[src/rtl/modo1_avaliador_nota.sv]
// Mode-1 note evaluator: synchronizes and debounces the piano keys, latches the played note,
// measures its held duration in metronome ticks and registers the note/duration comparison.
module modo1_avaliador_nota #(
  parameter int unsigned DEBOUNCE = 50000,
  parameter int unsigned TOL      = 1
) (
  input  logic        clock,
  input  logic        reset,
  input  logic        habilita,
  input  logic        limpa,
  input  logic [11:0] teclas,
  input  logic        tick,
  input  logic [3:0]  nota_esperada,
  input  logic [3:0]  duracao_esperada,
  output logic        nota_feita,
  output logic [3:0]  nota_tocada,
  output logic        nota_correta,
  output logic        tempo_correto,
  output logic [4:0]  duracao_medida,
  output logic [2:0]  db_estado
);

  localparam int unsigned CntW = (DEBOUNCE < 2) ? 1 : $clog2(DEBOUNCE + 1);
  localparam logic [CntW-1:0] CntOne  = CntW'(1);
  localparam logic [CntW-1:0] CntLast = CntW'(DEBOUNCE - 1);
  localparam logic [5:0]      TolV    = 6'(TOL);

  typedef enum logic [2:0] {
    Ocioso      = 3'd0,
    Estabiliza  = 3'd1,
    Pressionada = 3'd2,
    Soltando    = 3'd3,
    Resultado   = 3'd4
  } estado_e;

  estado_e         estado_q, estado_d;
  logic [11:0]     sinc_meta_q, sinc_q;
  logic [11:0]     cand_q, cand_d;
  logic [CntW-1:0] cnt_q, cnt_d;
  logic [3:0]      tocada_q, tocada_d;
  logic [4:0]      dur_q, dur_d;
  logic            correta_q, correta_d;
  logic            tempo_q, tempo_d;

  logic            sinc_oh;
  logic [3:0]      cand_idx;
  logic [4:0]      dur_inc;
  logic [5:0]      dur_ext, esp_ext;
  logic            tempo_ok;

  // Two-flop synchronizer on the raw keys.
  always_ff @(posedge clock or negedge reset) begin
    if (!reset) begin
      sinc_meta_q <= '0;
      sinc_q      <= '0;
    end else begin
      sinc_meta_q <= teclas;
      sinc_q      <= sinc_meta_q;
    end
  end

  assign sinc_oh = (sinc_q != 12'd0) && ((sinc_q & (sinc_q - 12'd1)) == 12'd0);

  always_comb begin
    cand_idx = 4'd0;
    for (int i = 0; i < 12; i++) begin
      if (cand_q[i]) cand_idx = 4'(i + 1);
    end
  end

  // Duration including a tick in the current cycle, saturating at 31.
  assign dur_inc = (tick && (dur_q != 5'd31)) ? dur_q + 5'd1 : dur_q;

  // 6-bit arithmetic keeps both window bounds free of under/overflow.
  assign dur_ext  = {1'b0, dur_inc};
  assign esp_ext  = {2'b00, duracao_esperada};
  assign tempo_ok = ((dur_ext + TolV) >= esp_ext) && (dur_ext <= (esp_ext + TolV));

  always_comb begin
    estado_d  = estado_q;
    cand_d    = cand_q;
    cnt_d     = cnt_q;
    tocada_d  = tocada_q;
    dur_d     = dur_q;
    correta_d = correta_q;
    tempo_d   = tempo_q;

    if (limpa) begin
      estado_d  = Ocioso;
      cand_d    = '0;
      cnt_d     = '0;
      tocada_d  = '0;
      dur_d     = '0;
      correta_d = 1'b0;
      tempo_d   = 1'b0;
    end else begin
      unique case (estado_q)
        Ocioso: begin
          if (habilita && sinc_oh) begin
            estado_d = Estabiliza;
            cand_d   = sinc_q;
            cnt_d    = CntOne;
          end
        end
        Estabiliza: begin
          if (sinc_q == cand_q) begin
            if (cnt_q >= CntLast) begin
              estado_d  = Pressionada;
              cnt_d     = '0;
              tocada_d  = cand_idx;
              dur_d     = '0;
              correta_d = 1'b0;
              tempo_d   = 1'b0;
            end else begin
              cnt_d = cnt_q + CntOne;
            end
          end else if (sinc_oh) begin
            cand_d = sinc_q;
            cnt_d  = CntOne;
          end else begin
            estado_d = Ocioso;
            cnt_d    = '0;
          end
        end
        Pressionada: begin
          dur_d = dur_inc;
          if (sinc_q != cand_q) begin
            estado_d = Soltando;
            cnt_d    = CntOne;
          end
        end
        Soltando: begin
          dur_d = dur_inc;
          if (sinc_q == cand_q) begin
            estado_d = Pressionada;
            cnt_d    = '0;
          end else if (cnt_q >= CntLast) begin
            estado_d  = Resultado;
            cnt_d     = '0;
            correta_d = (tocada_q == nota_esperada);
            tempo_d   = tempo_ok;
          end else begin
            cnt_d = cnt_q + CntOne;
          end
        end
        Resultado: begin
          // Wait for every key up so a slide or chord cannot start a new press.
          if (sinc_q == 12'd0) estado_d = Ocioso;
        end
        default: begin
          estado_d = Ocioso;
          cnt_d    = '0;
        end
      endcase
    end
  end

  always_ff @(posedge clock or negedge reset) begin
    if (!reset) begin
      estado_q  <= Ocioso;
      cand_q    <= '0;
      cnt_q     <= '0;
      tocada_q  <= '0;
      dur_q     <= '0;
      correta_q <= 1'b0;
      tempo_q   <= 1'b0;
    end else begin
      estado_q  <= estado_d;
      cand_q    <= cand_d;
      cnt_q     <= cnt_d;
      tocada_q  <= tocada_d;
      dur_q     <= dur_d;
      correta_q <= correta_d;
      tempo_q   <= tempo_d;
    end
  end

  assign nota_feita     = (estado_q == Pressionada) || (estado_q == Soltando);
  assign nota_tocada    = tocada_q;
  assign nota_correta   = correta_q;
  assign tempo_correto  = tempo_q;
  assign duracao_medida = dur_q;
  assign db_estado      = estado_q;

endmodule

[config.mk]
export PLATFORM = sky130hd
export DESIGN_NAME = modo1_avaliador_nota
export DESIGN_NICKNAME = d
export VERILOG_FILES = /design/src/rtl/modo1_avaliador_nota.sv
export SDC_FILE = /design/constraint.sdc
export NUM_CORES = 1
export LEC_CHECK = 0
export ABC_AREA = 1
export CORE_MARGIN = 2
export CORE_UTILIZATION = 52
export DETAILED_ROUTE_END_ITERATION = 10
export PLACE_DENSITY_LB_ADDON = 0.15
export SLEW_MARGIN = 25
export SYNTH_ARGS = -nofsm -noshare
export SYNTH_HDL_FRONTEND = slang
export SYNTH_SLANG_ARGS = --single-unit
[constraint.sdc]
create_clock -name clock -period 2.9 [get_ports clock]
set_clock_uncertainty 0.1 [all_clocks]
set_input_delay 0.58 -clock clock [delete_from_list [all_inputs] [get_ports clock]]
set_output_delay 0.58 -clock clock [all_outputs]
set_load 0.05 [all_outputs]
==> out/results.txt <==
Worst Setup Slack, final = 0.0995 ns
Pins Over Slew Limit = 0
Fin cells = 752
Sequential share of power = 36.1%
Hold Slack = 0.150 ns
Top-Level Pins = 40
Clock sinks = 66
MaxCap Viol Count = 0
H-tree depth = 3
Final nets = 683
Synth area leader = dfrtp_1
CP Data Required Time = 3.04 ns
Drt first pass iters = 7
Arr. time, crit path = 2.95 ns
Clock tree buffer depth = 2
Area share of the largest cell type after synthesis = 39.4%
DP Worst Slack = -0.130 ns
Share of layout cells above drive strength 1 = 13.1%
GP Congestion = 0.899
Final Cycle Share = 96.6%
Syn Nets = 630
Clk pin slew, worst setup/hold paths = 0.08 ns
Global-route wire length before repair = 16,500 um
Post-synthesis cell count = 592
# rows = 32
Max Clk Rate = 357 MHz
Synth top cells by count = nand2_1 (195), nor2_1 (74), dfrtp_1 (66)
Top cells by area, synth = dfrtp_1 (39%), nand2_1 (17%), nor2_1 (6.6%)
Total power = 3.22 mW
Sw Share = 39.5%
Design area = 5080 sq um
FF+latch count, synth = 66
Setup TNS = 0 ns
HPWL Detailed = 7100 um
Dominant register cell in the synthesized netlist = dfrtp_1
Tot GR Track Use = 23.7%
Switching power = 1.27 mW
Wire per inst = 13.2 um
Combinational share of power = 35.9%
Placed Area = 4740 sq um
Total Routed Length = 9930 um
CTS Buf Count = 9
Antenna diodes = 0
Synth cell types = 39
Largest net degree at the start of global routing = 40
Routed vias/inst = 5.26
Initial Util = 53.9%
Max transition margin = 57.4%
Async SR Flop Fraction = 100%
Seq/Total Area, Yosys = 39.4%
Detail Route Antenna Nets = 0
Worst-skew pair later-pin latency = 0.35 ns
Initial antenna violation count = 0
# fillers = 681
Starting DRT DRC Count = 252
Synth warn = 0
Status = complete, no violations
Int Power = 1.95 mW
Crit. End Element = flip-flop
Mean area per synthesized cell = 7.08 sq um
Pwr per Cell Area = 635 nW/um^2
Top-count cell post-synth = nand2_1
Inst Count DP = 733
Clk root buf = clkbuf_8
Final hold violations = 0
Global route total overflow = 0
Worst Max-Slew Pin Slew = 0.639 ns
Clk pwr share = 28.0%
Area grow syn2layout = 21.2%
Die W = 93.8 um
Total number of vias = 3,957
Static Leak = 2.52 nW
Core area = 7770 sq um
Worst VDD drop = 0.409 mV
Hold Crit Class = input pin to asynchronous set/reset pin
Worst setup path class = flip-flop to flip-flop
DRC = 0
Setup Viol. Count Final = 0
Chip height = 93.8 um
TritonCTS clock tree = done
Post-Syn Area = 4190 sq um
Worst setup SP type = flip-flop
Port bufs = 39
Die area = 8790 sq um
Post-synth EDFFs = 0
Final Util = 65.4%
Period minus WS final = 2.80 ns
Vias in the first global route = 3,761
CP Max Fanout = 4
==> final timing paths <==
kind,end,cells after the start,from,slack [ns]
max,tempo_correto,17,duracao_medida[1],0.1
min,nota_tocada[1],1,reset,0.15
max reg2reg,tempo_correto,17,duracao_medida[1],0.1
min reg2reg,sinc_q[5],0,sinc_meta_q[5],0.25
max in group asynchronous,sinc_q[3],2,reset,1.93
min in group clock,sinc_q[5],0,sinc_meta_q[5],0.25
==> sequential cells by signal, summed over array words and instances (netlist names) <==
register and count:
sinc_q 12, tempo_correto 1, db_estado 3, nota_correta 1, duracao_medida 5, cnt_q 16, sinc_meta_q 12, nota_tocada 4
cand_q 12
==> cell type report <==
cell class	instances	area, sq um	area share (%)
multi-input cells	436	2250	44.2
clock buffers	10	138	2.71
repair buffers	57	537	10.6
well taps	102	128	2.51
clock inverters	6	95.1	1.87
flip-flops and latches	66	1650	32.6
inverters	75	282	5.54
==> layer usage <==
metal / up-vias / GRT usage, % / share of wire [%]
li1: 1989 / - / -
met1: 1804 / 29.6 / 44
met2: 130 / 39.9 / 49
met3: 34 / 4.90 / 5.0
met4: 0 / 9.78 / 2.7
met5: - / 0 / 0
==> layout by cell type, fill, tap and decap left out, types with 5 or more instances in the layout <==
master	instances
nand2_1	190
nor2_1	73
dfrtp_1	64
inv_1	57
nand3_1	46
clkdlybuf4s50_1	38
nand4_1	18
inv_2	17
buf_4	16
o21ai_0	14
o21ai_1	12
xor2_1	10
clkbuf_8	10
ha_1	9
a21oi_1	8
xnor2_1	7
nand2_2	6
nor3_1	5
==> cell families (layout without fill, tap and decap cells) <==
logic type | count (synthesis) | count (layout) | share of synthesized area, %
buffers and inverters | 90 | 148 | 9.17
adder cells (fa/ha/maj) | 13 | 13 | 3.88
flip-flops | 66 | 66 | 39.4
AND/OR/NAND/NOR | 356 | 356 | 37.1
XOR/XNOR | 18 | 18 | 3.76
AO/OA/AOI/OAI | 49 | 49 | 6.72
==> what timing repair did <==
item                                   4_1_cts  5_1_grt
hold buffers                                 0        0
gates resized for setup                      0       22
setup endpoints to repair                    0        1
endpoints found under the hold margin        0        0
buffers inserted                             0        3
==> critical path, cell delays in order (launching register included) <==
cell,delay (ns)
dfrtp_2,0.45
ha_4,0.17
nand2_2,0.07
nor2_1,0.04
ha_2,0.20
nor2_4,0.17
buf_6,0.12
nand4_1,0.13
xor2_2,0.22
buf_4,0.15
xor2_1,0.15
ha_1,0.29
a21oi_2,0.13
o21ai_1,0.07
nor2_1,0.08
nor2_1,0.05
nand2_1,0.05
nand2_1,0.05
==> power by group through the flow <==
stage,sequential [mW],combinational [mW],clock [mW]
after floorplan,1.20,0.775,0
after global placement,1.18,1.08,0
after detailed placement,1.18,1.10,0
after CTS,1.17,1.11,0.925
after global routing,1.18,1.29,0.967
final,1.16,1.16,0.904
(Power assumes the default switching activity.)
